**src/rtl/chirp_demodulator.sv**
```systemverilog
// chirp_demodulator
// Receive-side LoRa symbol demodulator. Each accepted phase sample is
// differenced against the previous one to give an instantaneous frequency.
// The local upchirp ramp and a constant reference offset are then removed,
// which leaves a constant residue r = s << (PHASE_W - sf) for an ideal chirp.
// The residue deviations from the first kept residue (r0) are averaged over
// the symbol, and the rounded top sf bits are emitted as the symbol value.
//
// Ports:
//   clk          sole clock, rising edge
//   chirpReset   asynchronous active-low reset
//   run          level; demodulate symbols back-to-back while high
//   sf           spreading factor, clamped to 6..SF_MAX, latched at sample 0
//   refOffset    constant frequency offset removed from every residue
//   sampleValid  samplePhase is valid this cycle
//   samplePhase  received phase, unsigned modulo 2^PHASE_W
//   symValid     one-cycle pulse when symbol is updated
//   symbol       demodulated symbol, zero-extended above sf bits
//   busy         high whenever the demodulator is not idle
module chirp_demodulator #(
    parameter int PHASE_W = 16,
    parameter int SF_MAX  = 12
) (
    input  logic               clk,
    input  logic               chirpReset,
    input  logic               run,
    input  logic [3:0]         sf,
    input  logic [PHASE_W-1:0] refOffset,
    input  logic               sampleValid,
    input  logic [PHASE_W-1:0] samplePhase,
    output logic               symValid,
    output logic [SF_MAX-1:0]  symbol,
    output logic               busy
);

    localparam int SUM_W = PHASE_W + SF_MAX;
    localparam int SH_W  = $clog2(PHASE_W + 1);

    localparam logic [3:0] SF_LO = 4'd6;
    localparam logic [3:0] SF_HI = 4'(SF_MAX);

    localparam logic [2:0] ST_IDLE  = 3'd0;
    localparam logic [2:0] ST_FIRST = 3'd1;
    localparam logic [2:0] ST_SEED  = 3'd2;
    localparam logic [2:0] ST_ACC   = 3'd3;
    localparam logic [2:0] ST_FINAL = 3'd4;

    logic [2:0]         state_q,  state_d;
    logic [SF_MAX-1:0]  n_q,      n_d;
    logic [3:0]         sf_q,     sf_d;
    logic [PHASE_W-1:0] prev_q,   prev_d;
    logic [PHASE_W-1:0] r0_q,     r0_d;
    logic [SUM_W-1:0]   sum_q,    sum_d;
    logic [SF_MAX-1:0]  symbol_q, symbol_d;
    logic               sym_valid_q, sym_valid_d;
    logic               busy_q,   busy_d;

    logic [3:0]         sf_clamp_s;
    logic [SH_W-1:0]    sh_s;
    logic [SF_MAX-1:0]  n_last_s;
    logic [PHASE_W-1:0] ramp_s;
    logic [PHASE_W-1:0] r_s;
    logic [PHASE_W-1:0] diff_s;
    logic [SUM_W-1:0]   diff_ext_s;
    logic [PHASE_W-1:0] avg_s;
    logic [PHASE_W-1:0] half_s;
    logic [PHASE_W-1:0] rounded_s;
    logic [SF_MAX-1:0]  sym_calc_s;

    // Clamp the requested spreading factor into the supported range.
    always_comb begin
        if (sf < SF_LO) begin
            sf_clamp_s = SF_LO;
        end else if (sf > SF_HI) begin
            sf_clamp_s = SF_HI;
        end else begin
            sf_clamp_s = sf;
        end
    end

    // Residue datapath: dechirp the current sample and form the rounded average.
    always_comb begin
        sh_s       = SH_W'(PHASE_W) - SH_W'(sf_q);
        n_last_s   = {SF_MAX{1'b1}} >> (SF_HI - sf_q);
        // Ramp term (n-1) << SH; the modular wrap of (s+n) mod N cancels here.
        ramp_s     = PHASE_W'(n_q - {{(SF_MAX-1){1'b0}}, 1'b1}) << sh_s;
        r_s        = samplePhase - prev_q - ramp_s - refOffset;
        // Deviation from r0 is read as signed so residues near the wrap point average correctly.
        diff_s     = r_s - r0_q;
        diff_ext_s = {{SF_MAX{diff_s[PHASE_W-1]}}, diff_s};
        avg_s      = PHASE_W'($signed(sum_q) >>> sf_q);
        half_s     = {{(PHASE_W-1){1'b0}}, 1'b1} << (sh_s - {{(SH_W-1){1'b0}}, 1'b1});
        rounded_s  = r0_q + avg_s + half_s;
        sym_calc_s = SF_MAX'(rounded_s >> sh_s);
    end

    // Next-state and register-update logic for the symbol FSM.
    always_comb begin
        state_d     = state_q;
        n_d         = n_q;
        sf_d        = sf_q;
        prev_d      = prev_q;
        r0_d        = r0_q;
        sum_d       = sum_q;
        symbol_d    = symbol_q;
        sym_valid_d = 1'b0;

        case (state_q)
            ST_IDLE: begin
                n_d   = {SF_MAX{1'b0}};
                sum_d = {SUM_W{1'b0}};
                r0_d  = {PHASE_W{1'b0}};
                if (run) begin
                    state_d = ST_FIRST;
                end else begin
                    state_d = ST_IDLE;
                end
            end
            ST_FIRST: begin
                if (!run) begin
                    state_d = ST_IDLE;
                end else if (sampleValid) begin
                    prev_d  = samplePhase;
                    sf_d    = sf_clamp_s;
                    n_d     = {{(SF_MAX-1){1'b0}}, 1'b1};
                    state_d = ST_SEED;
                end else begin
                    state_d = ST_FIRST;
                end
            end
            ST_SEED: begin
                if (!run) begin
                    state_d = ST_IDLE;
                end else if (sampleValid) begin
                    prev_d  = samplePhase;
                    r0_d    = r_s;
                    sum_d   = {SUM_W{1'b0}};
                    n_d     = n_q + {{(SF_MAX-1){1'b0}}, 1'b1};
                    state_d = ST_ACC;
                end else begin
                    state_d = ST_SEED;
                end
            end
            ST_ACC: begin
                if (!run) begin
                    state_d = ST_IDLE;
                end else if (sampleValid) begin
                    prev_d = samplePhase;
                    sum_d  = sum_q + diff_ext_s;
                    if (n_q == n_last_s) begin
                        state_d = ST_FINAL;
                    end else begin
                        n_d     = n_q + {{(SF_MAX-1){1'b0}}, 1'b1};
                        state_d = ST_ACC;
                    end
                end else begin
                    state_d = ST_ACC;
                end
            end
            ST_FINAL: begin
                symbol_d    = sym_calc_s;
                sym_valid_d = 1'b1;
                if (!run) begin
                    state_d = ST_IDLE;
                end else if (sampleValid) begin
                    // This sample is sample 0 of the next symbol; nothing is dropped.
                    prev_d  = samplePhase;
                    sf_d    = sf_clamp_s;
                    n_d     = {{(SF_MAX-1){1'b0}}, 1'b1};
                    state_d = ST_SEED;
                end else begin
                    state_d = ST_FIRST;
                end
            end
            default: begin
                state_d = ST_IDLE;
            end
        endcase

        busy_d = (state_d != ST_IDLE);
    end

    // State and output registers with asynchronous active-low reset.
    always_ff @(posedge clk or negedge chirpReset) begin
        if (!chirpReset) begin
            state_q     <= ST_IDLE;
            n_q         <= {SF_MAX{1'b0}};
            sf_q        <= 4'd0;
            prev_q      <= {PHASE_W{1'b0}};
            r0_q        <= {PHASE_W{1'b0}};
            sum_q       <= {SUM_W{1'b0}};
            symbol_q    <= {SF_MAX{1'b0}};
            sym_valid_q <= 1'b0;
            busy_q      <= 1'b0;
        end else begin
            state_q     <= state_d;
            n_q         <= n_d;
            sf_q        <= sf_d;
            prev_q      <= prev_d;
            r0_q        <= r0_d;
            sum_q       <= sum_d;
            symbol_q    <= symbol_d;
            sym_valid_q <= sym_valid_d;
            busy_q      <= busy_d;
        end
    end

    assign symValid = sym_valid_q;
    assign symbol   = symbol_q;
    assign busy     = busy_q;

endmodule

```
**config.mk**
```make
export PLATFORM = sky130hd
export DESIGN_NAME = chirp_demodulator
export DESIGN_NICKNAME = d
export VERILOG_FILES = /design/src/rtl/chirp_demodulator.sv
export SDC_FILE = /design/constraint.sdc
export NUM_CORES = 1
export LEC_CHECK = 0
export CAP_MARGIN = 20
export CORE_AREA = 3 3 199 201
export CTS_CLUSTER_SIZE = 28
export DETAILED_ROUTE_END_ITERATION = 8
export DIE_AREA = 0 0 202 204
export PLACE_DENSITY = 0.46
export SYNTH_ARGS = -nofsm -noshare
export SYNTH_HDL_FRONTEND = slang
export SYNTH_SLANG_ARGS = --single-unit
export TNS_END_PERCENT = 10
```
**constraint.sdc**
```tcl
create_clock -name clk -period 20.2 [get_ports clk]
set_input_delay 4.04 -clock clk [delete_from_list [all_inputs] [get_ports clk]]
set_output_delay 4.04 -clock clk [all_outputs]
set_load 0.01 [all_outputs]
```
Yosys cells after proc, flatten, opt, wreduce, memory -nomap -nowiden
Cells that the tools add are included.
{"block": "word_totals", "ff_bits": 93, "output_inout_bits": 14}
{"block": "op_classes", "n_addsub": 12, "magnitude_cmp": 2, "eq_ne": 12, "shift": 5, "n_mux": 28, "n_reduce_logical": 12}
{"op": "2-to-1 mux 28 bit", "count": 4}
{"op": "2-to-1 mux 12 bit", "count": 7}
{"op": "case mux 28 bit (3 select lines)", "count": 1}
{"op": "subtractor 16 bit", "count": 4}
{"op": "case mux 12 bit (4 select lines)", "count": 1}
{"op": "adder 16 bit", "count": 2}
{"op": "2-to-1 mux 16 bit", "count": 2}
{"op": "case mux 16 bit (2 select lines)", "count": 1}
{"op": "adder 28 bit", "count": 1}
{"op": ">>> shifter 28 x 4 -> 16 bit", "count": 1}
{"op": "<< shifter 1 x 5 -> 16 bit, first input constant", "count": 1}
{"op": "<< shifter 16 x 5 -> 16 bit", "count": 1}
{"op": "right shift 16 x 5 -> 12 bit", "count": 1}
{"op": "subtractor 12 x 1 -> 13 bit, second input constant", "count": 1}
{"op": "adder 12 x 1 -> 12 bit, second input constant", "count": 1}
{"op": "equality test 12 bit", "count": 1}
{"op": "case mux 3 bit (4 select lines)", "count": 1}
{"op": "right shift 12 x 4 -> 12 bit, first input constant", "count": 1}
{"op": "!= test 2 bit, second input constant", "count": 5}
{"op": "2-to-1 mux 3 bit", "count": 3}
{"op": "AND reduction 3 bit", "count": 3}
{"op": "2-to-1 mux 4 bit", "count": 2}
{"op": "AND reduction 8 bit", "count": 1}
{"op": "equality test 3 x 2 -> 1 bit, second input constant", "count": 2}
{"op": "other kinds (17)", "count": 23}

Longest topological paths before layout
Gate-level depths: netlist of the first run.
{"block": "depth", "depth_word": 9, "depth_mapped": 43}

Least setup slack after synthesis of the first run
No wires, ideal clock.
{"block": "synth_path", "path_type": "input-to-reg", "startpoint": "input port refOffset[2]", "endpoint": "register sum_q[27]", "t_arrival_ns": 10.520, "required_time_ns": 20.072, "setup_slack_ns": 9.552, "path_stages": 33, "n_path_buf": 0, "path_cell_list": "inv_1 > fa_1 > inv_1 > fa_1 > inv_1 > ha_1 > nor2b_1 > o21ai_0 > a21boi_0 > o21ai_0 > nand2_1 > a21o_1 > a41o_1 > o41ai_1 > o21ai_0 > xor2_1 > ha_1 > or3_1 > o21ai_0 > a21oi_1 > xor2_1 > xor3_2 > ha_1 > and2_1 > and3_1 > a221o_1 > a21oi_1 > o21ai_0 > a31oi_1 > o21ai_0 > xnor2_1 > a21oi_1 > o22ai_1"}
{"block": "synth_via", "elab_chain_cells": 6}
{"element": "from (decl)", "line": "28", "text": "input logic [PHASE_W-1:0] refOffset,"}
{"element": "subtractor 16 bit", "line": "87", "text": "r_s = samplePhase - prev_q - ramp_s - refOffset;"}
{"element": "subtractor 16 bit", "line": "89", "text": "diff_s = r_s - r0_q;"}
{"element": "adder 28 bit", "line": "149", "text": "sum_d = sum_q + diff_ext_s;"}
{"element": "2-to-1 mux 28 bit", "line": "147", "text": "end else if (sampleValid) begin"}
{"element": "2-to-1 mux 28 bit", "line": "145", "text": "if (!run) begin"}
{"element": "case mux 28 bit (3 select lines)", "line": "108", "text": "case (state_q)"}
{"element": "to (signal assigned)", "line": "191", "text": "sum_q <= {SUM_W{1'b0}};"}
{"element": "to (signal assigned)", "line": "201", "text": "sum_q <= sum_d;"}
{"element": "to (decl)", "line": "53", "text": "logic [SUM_W-1:0] sum_q, sum_d;"}
Every way passes these cells. The select of a mux whose other input is x is not followed.
A chain may end at the register's enable or synchronous reset.

Worst setup path after layout of the first run
Same ends and word-level chain as after synthesis.

==> insert_results.sql, run 1 <==
INSERT INTO impl_metrics (metric_group, metric, value, unit) VALUES
('status', 'run_status', 'finished, final reports clean', ''),
('grt', 'grt_util_all_layers', '16.2', '%'),
('synth', 'number_of_enable_flip_flop_cells_after_synthesis', '0', ''),
('clocking', 'cts_htree_levels', '3', ''),
('layout', 'post_route_cells_drive_above_1_share', '6.54', '%'),
('layout', 'finish.cell_count_without_fillers', '1902', ''),
('synth', 'synth_area_leader_cell', 'sky130_fd_sc_hd__dfrtp_1', ''),
('synth', 'ys_seq_elements', '93', ''),
('clocking', 'max-clock-path-buffers', '2', ''),
('place', 'port_buffers', '53', ''),
('critical_path', 'worst_setup_path_start_kind', 'input port', ''),
('sta', 'fin_tns_setup', '0', 'ns'),
('synth', 'post_synth_num_cell_types', '71', ''),
('synth', 'synth.most_common_cell', 'sky130_fd_sc_hd__inv_1', ''),
('worst_hold_path', 'min_path_cells', '2', ''),
('critical_path', 'path_delay_family', 'compound AO/OA/AOI/OAI gates', ''),
('floorplan', 'placeable_core_region', '0.0378', 'mm^2'),
('layout', 'final_util', '33.6', '%'),
('flow_run', 'drv_cap', '0', ''),
('synth', 'synthesized_area_divided_by_synthesized_cell_count', '8.27', 'um^2'),
('grt', 'first_global_vias', '9596', ''),
('critical_path', 'number_of_cells_on_the_worst_reg_to_reg_path', '36', ''),
('layout', 'final_nets', '1562', ''),
('floorplan', 'fp.dieArea', '0.0412', 'mm^2'),
('sta', 'fmaxAchievable', '0.0878', 'GHz'),
('clocking', 'ctsRootBufferMaster', 'sky130_fd_sc_hd__clkbuf_16', ''),
('critical_path', 'critical-path-slowest-cell', 'sky130_fd_sc_hd__fa_1', ''),
('synth', 'synth_top_cells_by_area', 'sky130_fd_sc_hd__dfrtp_1 (20%), sky130_fd_sc_hd__ha_1 (9.7%), sky130_fd_sc_hd__fa_1 (8.4%), sky130_fd_sc_hd__o21ai_0 (4.7%), sky130_fd_sc_hd__inv_1 (4.6%)', ''),
('detailed_routing', 'viasPerCell', '5.07', ''),
('place', 'gp_routability_congestion', '0.873', ''),
('synth', 'synth_common_cells', 'sky130_fd_sc_hd__inv_1 (140), sky130_fd_sc_hd__nand2_1 (132), sky130_fd_sc_hd__o21ai_0 (108)', ''),
('floorplan', 'effective_utilization_at_floorplan', '30.2', '%'),
('synth', 'yosys.area.top_type_share', '20.4', '%'),
('sta', 'timing_max_transition_violations_final', '0', ''),
('detailed_routing', 'detail_route.wl_per_cell', '17.2', 'um'),
('critical_path', 'worst_setup_path_end_kind', 'flop', ''),
('sta', 'unrepaired_setup_endpoints_after_global_routing', 'no', ''),
('critical_path', 'timing.critical_path.slowest_cell_delay', '0.53', 'ns'),
('sta', 'timing.clock.skew', '0.0177', 'ns'),
('critical_path', 'critical_path.most_common_cell', 'sky130_fd_sc_hd__o21ai_0', ''),
('critical_path', 'cp_data_required_time', '20.45', 'ns'),
('place', 'hpwlAfterDp', '25800', 'um'),
('sta', 'final_hold_viol_count', '0', ''),
('synth', 'synthesis.nets', '1553', ''),
('detailed_routing', 'drt_pass1_iterations', '5', ''),
('clocking', 'clk_transition_reported_paths', '0.08', 'ns'),
('synth', 'ys_warn_count', '0', ''),
('clocking', 'postCtsSetupRepairBufs', '0', ''),
('sta', 'portion_of_the_clock_cycle_consumed_by_the_worst_path_in_the_final_layout', '56.4', '%'),
('synth', 'synthArstFlopShare', '100', '%'),
('clocking', 'hold_buffers', '0', ''),
('grt', 'grt_max_degree', '89', ''),
('critical_path', 'worst-endpoint-arrival', '11.64', 'ns'),
('clocking', 'clkLatencyLatePin', '0.38', 'ns'),
('synth', 'netlist_area', '0.0114', 'mm^2'),
('detailed_routing', 'postRouteAntennaNets', '0', ''),
('synth', 'gate_count_post_synth', '1377', ''),
('sta', 'layout_min_cycle_time', '11.39', 'ns'),
('sta', 'finalSetupViolations', '0', ''),
('detailed_routing', 'dr_total_vias', '9649', ''),
('layout', 'antenna-diode-count', '0', ''),
('grt', 'gr-total-overflow', '0', ''),
('detailed_routing', 'drt-total-wl', '32800', 'um'),
('place', 'place_inst', '1886', ''),
('critical_path', 'worst-path-max-fanout', '16', ''),
('critical_path', 'critPathKind', 'input port to flop', ''),
('grt', 'grt_pass1_wl', '53300', 'um'),
('clocking', 'cts_tree', 'built', ''),
('clocking', 'cts_resized', '0', ''),
('grt', 'number_of_antenna_violations_at_the_first_check_in_global_routing', '0', ''),
('floorplan', 'io_pins', '54', '');
-- tightest hold or removal path: cells and delay by family, from the launching register on --
| kind | cells | cell delay (ns) |
|---|---|---|
| flip-flops | 1 | 0.35 |
| AO/OA/AOI/OAI | 1 | 0.06 |
| AND/OR/NAND/NOR | 1 | 0.04 |
-- cells by family after synthesis --
logic type / synth area share [%]
adder cells (fa/ha/maj): 18.1
multiplexers: 8.91
buffers and inverters: 7.29
flip-flops: 20.4
XOR/XNOR: 5.68
AND/OR/NAND/NOR: 16.3
AO/OA/AOI/OAI: 23.2
-- cell type report --
cell class,instances,area (um^2)
fillers,3939,25100
multi-input cells,1070,8240
flip-flops and latches,93,2330
repair buffers,70,656
well taps,511,639
inverters,142,533
clock buffers,11,243
clock inverters,5,58.8
-- per-stage QoR --
stage / hold slack [ns] / worst slack, ns / cell area, um^2
2_1_floorplan: 0.473 / 9.55 / 11400
3_3_place_gp: 0.470 / 8.46 / 12400
3_5_place_dp: 0.472 / 8.39 / 12400
4_1_cts: 0.489 / 8.75 / 12700
5_1_grt: 0.530 / 7.96 / 12700
6_report: 0.483 / 8.81 / 12700
-- flip-flops by register name, indices dropped and copies added (netlist names) --
register	count
busy	1
n_q	12
prev_q	16
r0_q	16
sf_q	4
state_q	3
sum_q	28
symValid	1
symbol	12
-- placed cells by master (no fill, tap or decap), types with 8 or more instances in the layout --
master / n
sky130_fd_sc_hd__mux4_2: 17
sky130_fd_sc_hd__fa_1: 48
sky130_fd_sc_hd__o21a_1: 10
sky130_fd_sc_hd__o21ai_0: 108
sky130_fd_sc_hd__a21boi_0: 8
sky130_fd_sc_hd__mux2i_1: 44
sky130_fd_sc_hd__a211oi_1: 15
sky130_fd_sc_hd__clkbuf_16: 9
sky130_fd_sc_hd__and2_1: 16
sky130_fd_sc_hd__ha_1: 88
sky130_fd_sc_hd__o31ai_1: 9
sky130_fd_sc_hd__or3_1: 12
sky130_fd_sc_hd__nor2b_1: 27
sky130_fd_sc_hd__and3_1: 15
sky130_fd_sc_hd__o22a_1: 12
sky130_fd_sc_hd__nand2b_1: 13
sky130_fd_sc_hd__clkdlybuf4s50_1: 52
sky130_fd_sc_hd__o211ai_1: 10
sky130_fd_sc_hd__a22o_1: 34
sky130_fd_sc_hd__dfrtp_1: 92
sky130_fd_sc_hd__inv_1: 140
sky130_fd_sc_hd__buf_4: 18
sky130_fd_sc_hd__nand3_1: 27
sky130_fd_sc_hd__a21o_1: 21
sky130_fd_sc_hd__xnor2_1: 47
sky130_fd_sc_hd__nor2_1: 85
sky130_fd_sc_hd__xor2_1: 23
sky130_fd_sc_hd__a31oi_1: 19
sky130_fd_sc_hd__nor3_1: 31
sky130_fd_sc_hd__a21oi_1: 82
sky130_fd_sc_hd__mux2_2: 17
sky130_fd_sc_hd__nand2_1: 132
-- path summary, 6_finish.rpt --
kind	from	endpoint	slack [ns]
setup / recovery	refOffset[2]	sum_q[27]	8.81
hold / removal	symbol[10]	symbol[10]	0.48
setup reg to reg	sf_q[0]	sum_q[27]	9.18
hold reg to reg	symbol[10]	symbol[10]	0.48
max in group asynchronous	chirpReset	sum_q[24]	15.34
min in group asynchronous	chirpReset	prev_q[10]	3.70
-- routing by layer --
| layer | share of wire (%) | vias to the layer above | GRT usage [%] |
|---|---|---|---|
| met3 | 2.2 | 22 | 1.99 |
| met4 | 1.5 | 0 | 3.56 |
| li1 | - | 4894 | - |
| met1 | 49 | 4633 | 22.6 |
| met2 | 48 | 100 | 26.8 |
| met5 | 0 | - | 0 |
Power of run 1 is not shown: default switching activity piles up to over one toggle a cycle in this logic, so the estimate is an artifact.
==> run 2: changes to the inputs <==
Clock period 20.2 ns to 11.3 ns, I/O delays scaled along.
==> insert_results.sql, run 2 (same netlist as run 1, synthesis figures left out) <==
INSERT INTO impl_metrics (metric_group, metric, value, unit) VALUES
('detailed_routing', 'viasPerCell', '5.16', ''),
('sta', 'finalSetupViolations', '0', ''),
('floorplan', 'row_count', '71', ''),
('clocking', 'clk_transition_reported_paths', '0.07', 'ns'),
('sta', 'unrepaired_setup_endpoints_after_global_routing', 'no', ''),
('floorplan', 'io_pins', '54', ''),
('flow_run', 'drv_cap', '0', ''),
('floorplan', 'die_x', '202', 'um'),
('sta', 'timing.clock.skew', '0.0130', 'ns'),
('critical_path', 'worst_setup_path_end_kind', 'flop', ''),
('layout', 'top_register_by_number_of_flip_flops', 'sum_q', ''),
('floorplan', 'effective_utilization_at_floorplan', '30.2', '%'),
('critical_path', 'worst-path-max-fanout', '52', ''),
('place', 'gp_routability_congestion', '0.868', ''),
('layout', 'antenna-diode-count', '0', ''),
('detailed_routing', 'drt-total-wl', '33200', 'um'),
('clocking', 'cts_resized', '0', ''),
('clocking', 'max-clock-path-buffers', '2', ''),
('critical_path', 'timing.critical_path.slowest_cell_delay', '0.82', 'ns'),
('critical_path', 'worst-endpoint-arrival', '10.00', 'ns'),
('clocking', 'clkLatencyLatePin', '0.38', 'ns'),
('clocking', 'ctsRootBufferMaster', 'sky130_fd_sc_hd__clkbuf_16', ''),
('detailed_routing', 'detail_route.wl_per_cell', '17.4', 'um'),
('layout', 'layout.cells.most_common', 'sky130_fd_sc_hd__inv_1', ''),
('critical_path', 'critical_path.n_buffers_inverters', '4', ''),
('critical_path', 'path_delay_family', 'adder cells', ''),
('sta', 'fin_tns_setup', '0', 'ns'),
('layout', 'post_route_cells_drive_above_1_share', '6.68', '%'),
('floorplan', 'fp.dieArea', '0.0412', 'mm^2'),
('grt', 'first_global_vias', '9509', ''),
('critical_path', 'worst_setup_path_start_kind', 'flop', ''),
('layout', 'largest_reg_flops', '28', ''),
('clocking', 'hold_buffers', '0', ''),
('clocking', 'postCtsSetupRepairBufs', '0', ''),
('detailed_routing', 'drt_pass1_iterations', '5', ''),
('sta', 'final_hold_viol_count', '0', ''),
('sta', 'fmaxAchievable', '0.103', 'GHz'),
('critical_path', 'critical-path-slowest-cell', 'sky130_fd_sc_hd__ha_1', ''),
('floorplan', 'dieHeight', '204', 'um'),
('critical_path', 'cp_data_required_time', '11.55', 'ns'),
('status', 'run_status', 'finished, final reports clean', ''),
('layout', 'final_cell_mix', 'sky130_fd_sc_hd__inv_1 (140), sky130_fd_sc_hd__nand2_1 (132), sky130_fd_sc_hd__o21ai_0 (108)', ''),
('sta', 'worst_slew_pin_slew', '0.975', 'ns'),
('detailed_routing', 'drc_viols', '0', ''),
('layout', 'layout_top_registers', 'sum_q: 28 flops, prev_q: 16 flops, r0_q: 16 flops', ''),
('worst_hold_path', 'timing.hold.worst.class', 'flop to flop', ''),
('place', 'hpwlAfterDp', '26100', 'um'),
('layout', 'layout-area-overhead-vs-synth', '11.6', '%'),
('sta', 'layout_min_cycle_time', '9.75', 'ns'),
('critical_path', 'critical_path.most_common_cell', 'sky130_fd_sc_hd__ha_1', ''),
('layout', 'layout.filler_cells', '4019', ''),
('detailed_routing', 'dr_total_vias', '9827', ''),
('detailed_routing', 'drt_iter0_drc', '533', ''),
('clocking', 'cts_tree', 'built', ''),
('grt', 'grt_max_degree', '53', ''),
('detailed_routing', 'postRouteAntennaNets', '0', ''),
('clocking', 'clkSinkCount', '93', ''),
('layout', 'final_nets', '1564', ''),
('sta', 'portion_of_the_clock_cycle_consumed_by_the_worst_path_in_the_final_layout', '86.3', '%'),
('grt', 'grt_pass1_wl', '53600', 'um'),
('grt', 'gr-total-overflow', '0', ''),
('clocking', 'cts_buffers', '9', ''),
('sta', 'timing_max_transition_violations_final', '0', ''),
('place', 'port_buffers', '53', ''),
('floorplan', 'placeable_core_region', '0.0378', 'mm^2'),
('sta', 'slew-limit-headroom', '34.5', '%'),
('clocking', 'cts_htree_levels', '3', ''),
('critical_path', 'critPathKind', 'flop to flop', ''),
('grt', 'number_of_antenna_violations_at_the_first_check_in_global_routing', '0', ''),
('grt', 'grt_util_all_layers', '16.3', '%');
run 2: cell types whose count changed in the layout (fill, tap and decap cells not counted), sizes merged:
| cell | previous run | this run |
|---|---|---|
| buf | 18 | 20 |
| bufinv | 1 | 0 |
| clkbuf | 11 | 12 |
| clkinv | 3 | 4 |
| clkinvlp | 2 | 1 |
run 2: per-stage QoR:
stage / setup WS, ns / util [%] / hold WS, ns / instance area (um^2) / instances
2_1_floorplan: 1.49 / - / 0.473 / 11400 / 1377
3_3_place_gp: 1.36 / 32.9 / 0.470 / 12400 / 1887
3_5_place_dp: 1.32 / 32.9 / 0.471 / 12400 / 1887
6_report: 1.55 / 33.6 / 0.478 / 12700 / 1904
4_1_cts: 1.46 / 33.6 / 0.487 / 12700 / 1903
5_1_grt: 0.700 / 33.6 / 0.528 / 12700 / 1904
run 2: cell type report:
| class | count | area [um^2] | area share [%] |
|---|---|---|---|
| inverters | 142 | 533 | 4.20 |
| clock inverters | 4 | 30.0 | 0.236 |
| well taps | 511 | 639 | 5.03 |
| clock buffers | 12 | 256 | 2.02 |
| multi-input cells | 1070 | 8240 | 64.9 |
| flip-flops and latches | 93 | 2330 | 18.4 |
| repair buffers | 72 | 671 | 5.28 |
run 2: routing by layer:
metal | share of wire [%] | routed length (um) | GRT usage, %
met1 | 49 | 16200 | 23.1
met2 | 46 | 15400 | 26.3
met3 | 2.5 | 817 | 1.69
met4 | 2.4 | 803 | 5.26
met5 | 0 | 0 | 0
run 2: worst paths after layout:
check	start	endpoint	slack, ns	cells after the start
max	sf_q[0]	sum_q[27]	1.55	34
min	symbol[10]	symbol[10]	0.48	2
max reg2reg	sf_q[0]	sum_q[27]	1.55	34
min reg2reg	symbol[10]	symbol[10]	0.48	2
max in group asynchronous	chirpReset	sum_q[0]	8.22	2
min in group asynchronous	chirpReset	prev_q[4]	1.91	1
run 2: worst reg2reg max path: cells and delay by family, from the launching register on:
kind            cells  cell delay (ns)
compound gates     12             2.11
xor+xnor            4             0.99
fa+ha+maj           7             3.26
buf+inv             4             0.70
flops               1             0.80
mux                 1             0.23
simple gates        6             1.54
Power of run 2 is left out for the same reason.
==> run 3: changes to the inputs <==
Settings changed: CORE_AREA 3 3 199 201 to 3 3 152 264, DIE_AREA 0 0 202 204 to 0 0 155 267.
==> insert_results.sql, run 3 (same netlist as run 1, synthesis figures left out) <==
INSERT INTO impl_metrics (metric_group, metric, value, unit) VALUES
('floorplan', 'die_x', '155', 'um'),
('sta', 'fmaxAchievable', '0.103', 'GHz'),
('sta', 'layout_min_cycle_time', '9.69', 'ns'),
('layout', 'layout.cells.most_common', 'sky130_fd_sc_hd__inv_1', ''),
('place', 'gp_routability_congestion', '0.886', ''),
('sta', 'final_hold_viol_count', '0', ''),
('sta', 'timing.clock.skew', '0.0118', 'ns'),
('layout', 'post_route_cells_drive_above_1_share', '6.68', '%'),
('grt', 'gr-total-overflow', '0', ''),
('clocking', 'clkSinkCount', '93', ''),
('critical_path', 'critPathKind', 'flop to flop', ''),
('sta', 'timing_max_transition_violations_final', '0', ''),
('clocking', 'cts_buffers', '9', ''),
('critical_path', 'critical_path.n_buffers_inverters', '3', ''),
('place', 'hpwlAfterDp', '28900', 'um'),
('status', 'run_status', 'finished, final reports clean', ''),
('layout', 'final_nets', '1563', ''),
('critical_path', 'timing.critical_path.slowest_cell_delay', '0.73', 'ns'),
('clocking', 'postCtsSetupRepairBufs', '0', ''),
('grt', 'number_of_antenna_violations_at_the_first_check_in_global_routing', '0', ''),
('grt', 'globalRoute.busiestLayer', 'met2', ''),
('detailed_routing', 'detail_route.wl_per_cell', '18.9', 'um'),
('detailed_routing', 'drt-total-wl', '35500', 'um'),
('grt', 'met2_track_usage_gr', '34.6', '%'),
('grt', 'groute.layer.met3.usage', '1.48', '%'),
('layout', 'layout_top_registers', 'sum_q: 28 flops, prev_q: 16 flops, r0_q: 16 flops', ''),
('grt', 'gr-usage-met1', '17.8', '%'),
('place', 'port_buffers', '53', ''),
('sta', 'unrepaired_setup_endpoints_after_global_routing', 'no', ''),
('layout', 'layout-area-overhead-vs-synth', '11.5', '%'),
('clocking', 'max-clock-path-buffers', '2', ''),
('layout', 'design_area', '0.0127', 'mm^2'),
('sta', 'worst_slew_pin_slew', '1.07', 'ns'),
('sta', 'portion_of_the_clock_cycle_consumed_by_the_worst_path_in_the_final_layout', '85.7', '%'),
('clocking', 'ctsRootBufferMaster', 'sky130_fd_sc_hd__clkbuf_16', ''),
('clocking', 'cts_htree_levels', '3', ''),
('clocking', 'clk_transition_reported_paths', '0.07', 'ns'),
('critical_path', 'worst_setup_path_end_kind', 'flop', ''),
('sta', 'slew-limit-headroom', '28.4', '%'),
('detailed_routing', 'drt_iter0_drc', '426', ''),
('grt', 'first_global_vias', '10000', ''),
('floorplan', 'io_pins', '54', ''),
('floorplan', 'row_count', '95', ''),
('floorplan', 'fp.dieArea', '0.0414', 'mm^2'),
('critical_path', 'path_delay_family', 'compound AO/OA/AOI/OAI gates', ''),
('detailed_routing', 'viasPerCell', '5.26', ''),
('floorplan', 'effective_utilization_at_floorplan', '29.6', '%'),
('floorplan', 'placeable_core_region', '0.0384', 'mm^2'),
('layout', 'largest_reg_flops', '28', ''),
('critical_path', 'critical_path.most_common_cell', 'sky130_fd_sc_hd__o21ai_0', ''),
('floorplan', 'dieHeight', '267', 'um'),
('layout', 'final_cell_mix', 'sky130_fd_sc_hd__inv_1 (140), sky130_fd_sc_hd__nand2_1 (132), sky130_fd_sc_hd__o21ai_0 (108)', ''),
('detailed_routing', 'drc_viols', '0', ''),
('grt', 'grt_util_all_layers', '17.2', '%'),
('layout', 'layout.filler_cells', '4015', ''),
('sta', 'fin_tns_setup', '0', 'ns'),
('place', 'placed_inst_area', '0.0124', 'mm^2'),
('sta', 'finalSetupViolations', '0', ''),
('detailed_routing', 'postRouteAntennaNets', '0', ''),
('critical_path', 'cp_data_required_time', '11.56', 'ns'),
('clocking', 'cts_tree', 'built', ''),
('worst_hold_path', 'timing.hold.worst.class', 'flop to flop', ''),
('clocking', 'clkLatencyLatePin', '0.38', 'ns'),
('detailed_routing', 'drt_pass1_iterations', '5', ''),
('critical_path', 'worst_setup_path_start_kind', 'flop', ''),
('layout', 'top_register_by_number_of_flip_flops', 'sum_q', ''),
('grt', 'grt_pass1_wl', '55700', 'um'),
('critical_path', 'worst-endpoint-arrival', '9.95', 'ns'),
('detailed_routing', 'dr_total_vias', '9882', ''),
('clocking', 'hold_buffers', '0', ''),
('clocking', 'cts_resized', '0', ''),
('critical_path', 'critical-path-slowest-cell', 'sky130_fd_sc_hd__dfrtp_4', ''),
('grt', 'grt_max_degree', '54', ''),
('layout', 'antenna-diode-count', '0', ''),
('flow_run', 'drv_cap', '0', ''),
('critical_path', 'worst-path-max-fanout', '53', '');
==> run 3: cell types whose count changed in the layout (fill, tap and decap cells not counted), sizes merged <==
cell | previous run | this run
clkinvlp | 1 | 2
clkinv | 4 | 2
buf | 20 | 19
bufinv | 0 | 1
==> run 3: through the flow <==
stage | util, % | hold slack, ns | instances | worst slack [ns]
after global routing | 33.1 | 0.517 | 1877 | 0.805
after global placement | 32.2 | 0.470 | 1861 | 1.25
final | 33.1 | 0.482 | 1877 | 1.61
after floorplan | - | 0.473 | 1377 | 1.49
after detailed placement | 32.2 | 0.474 | 1861 | 1.20
after CTS | 33.1 | 0.489 | 1877 | 1.51
==> run 3: path summary, 6_finish.rpt <==
path / from / to / slack [ns] / cells past startpoint
min reg2reg: symbol[11] / symbol[11] / 0.48 / 2
max reg2reg: sf_q[0] / sum_q[27] / 1.61 / 36
min in group asynchronous: chirpReset / prev_q[8] / 1.92 / 1
min: symbol[11] / symbol[11] / 0.48 / 2
max: sf_q[0] / sum_q[27] / 1.61 / 36
max in group asynchronous: chirpReset / sf_q[0] / 8.21 / 2
==> run 3: tightest hold or removal path, stage by stage (launching register included) <==
cell and delay [ns]:
sky130_fd_sc_hd__dfrtp_1 0.35, sky130_fd_sc_hd__nand2_1 0.05, sky130_fd_sc_hd__o21ai_0 0.06
==> run 3: area by class of cell <==
cell class	instances	area (um^2)	area share, %
Multi-Input combinational cell	1070	8240	64.9
Sequential cell	93	2330	18.4
Timing Repair Buffer	71	663	5.22
Tap cell	485	607	4.78
Inverter	142	533	4.20
Clock buffer	12	267	2.10
Clock inverter	4	53.8	0.424
==> run 3: per-layer routing <==
layer	part of all wire (%)	vias to the layer above
li1	-	4898
met1	38	4809
met2	57	130
met3	1.5	45
met4	3.6	0
met5	0	-
Power of run 3 is left out for the same reason.
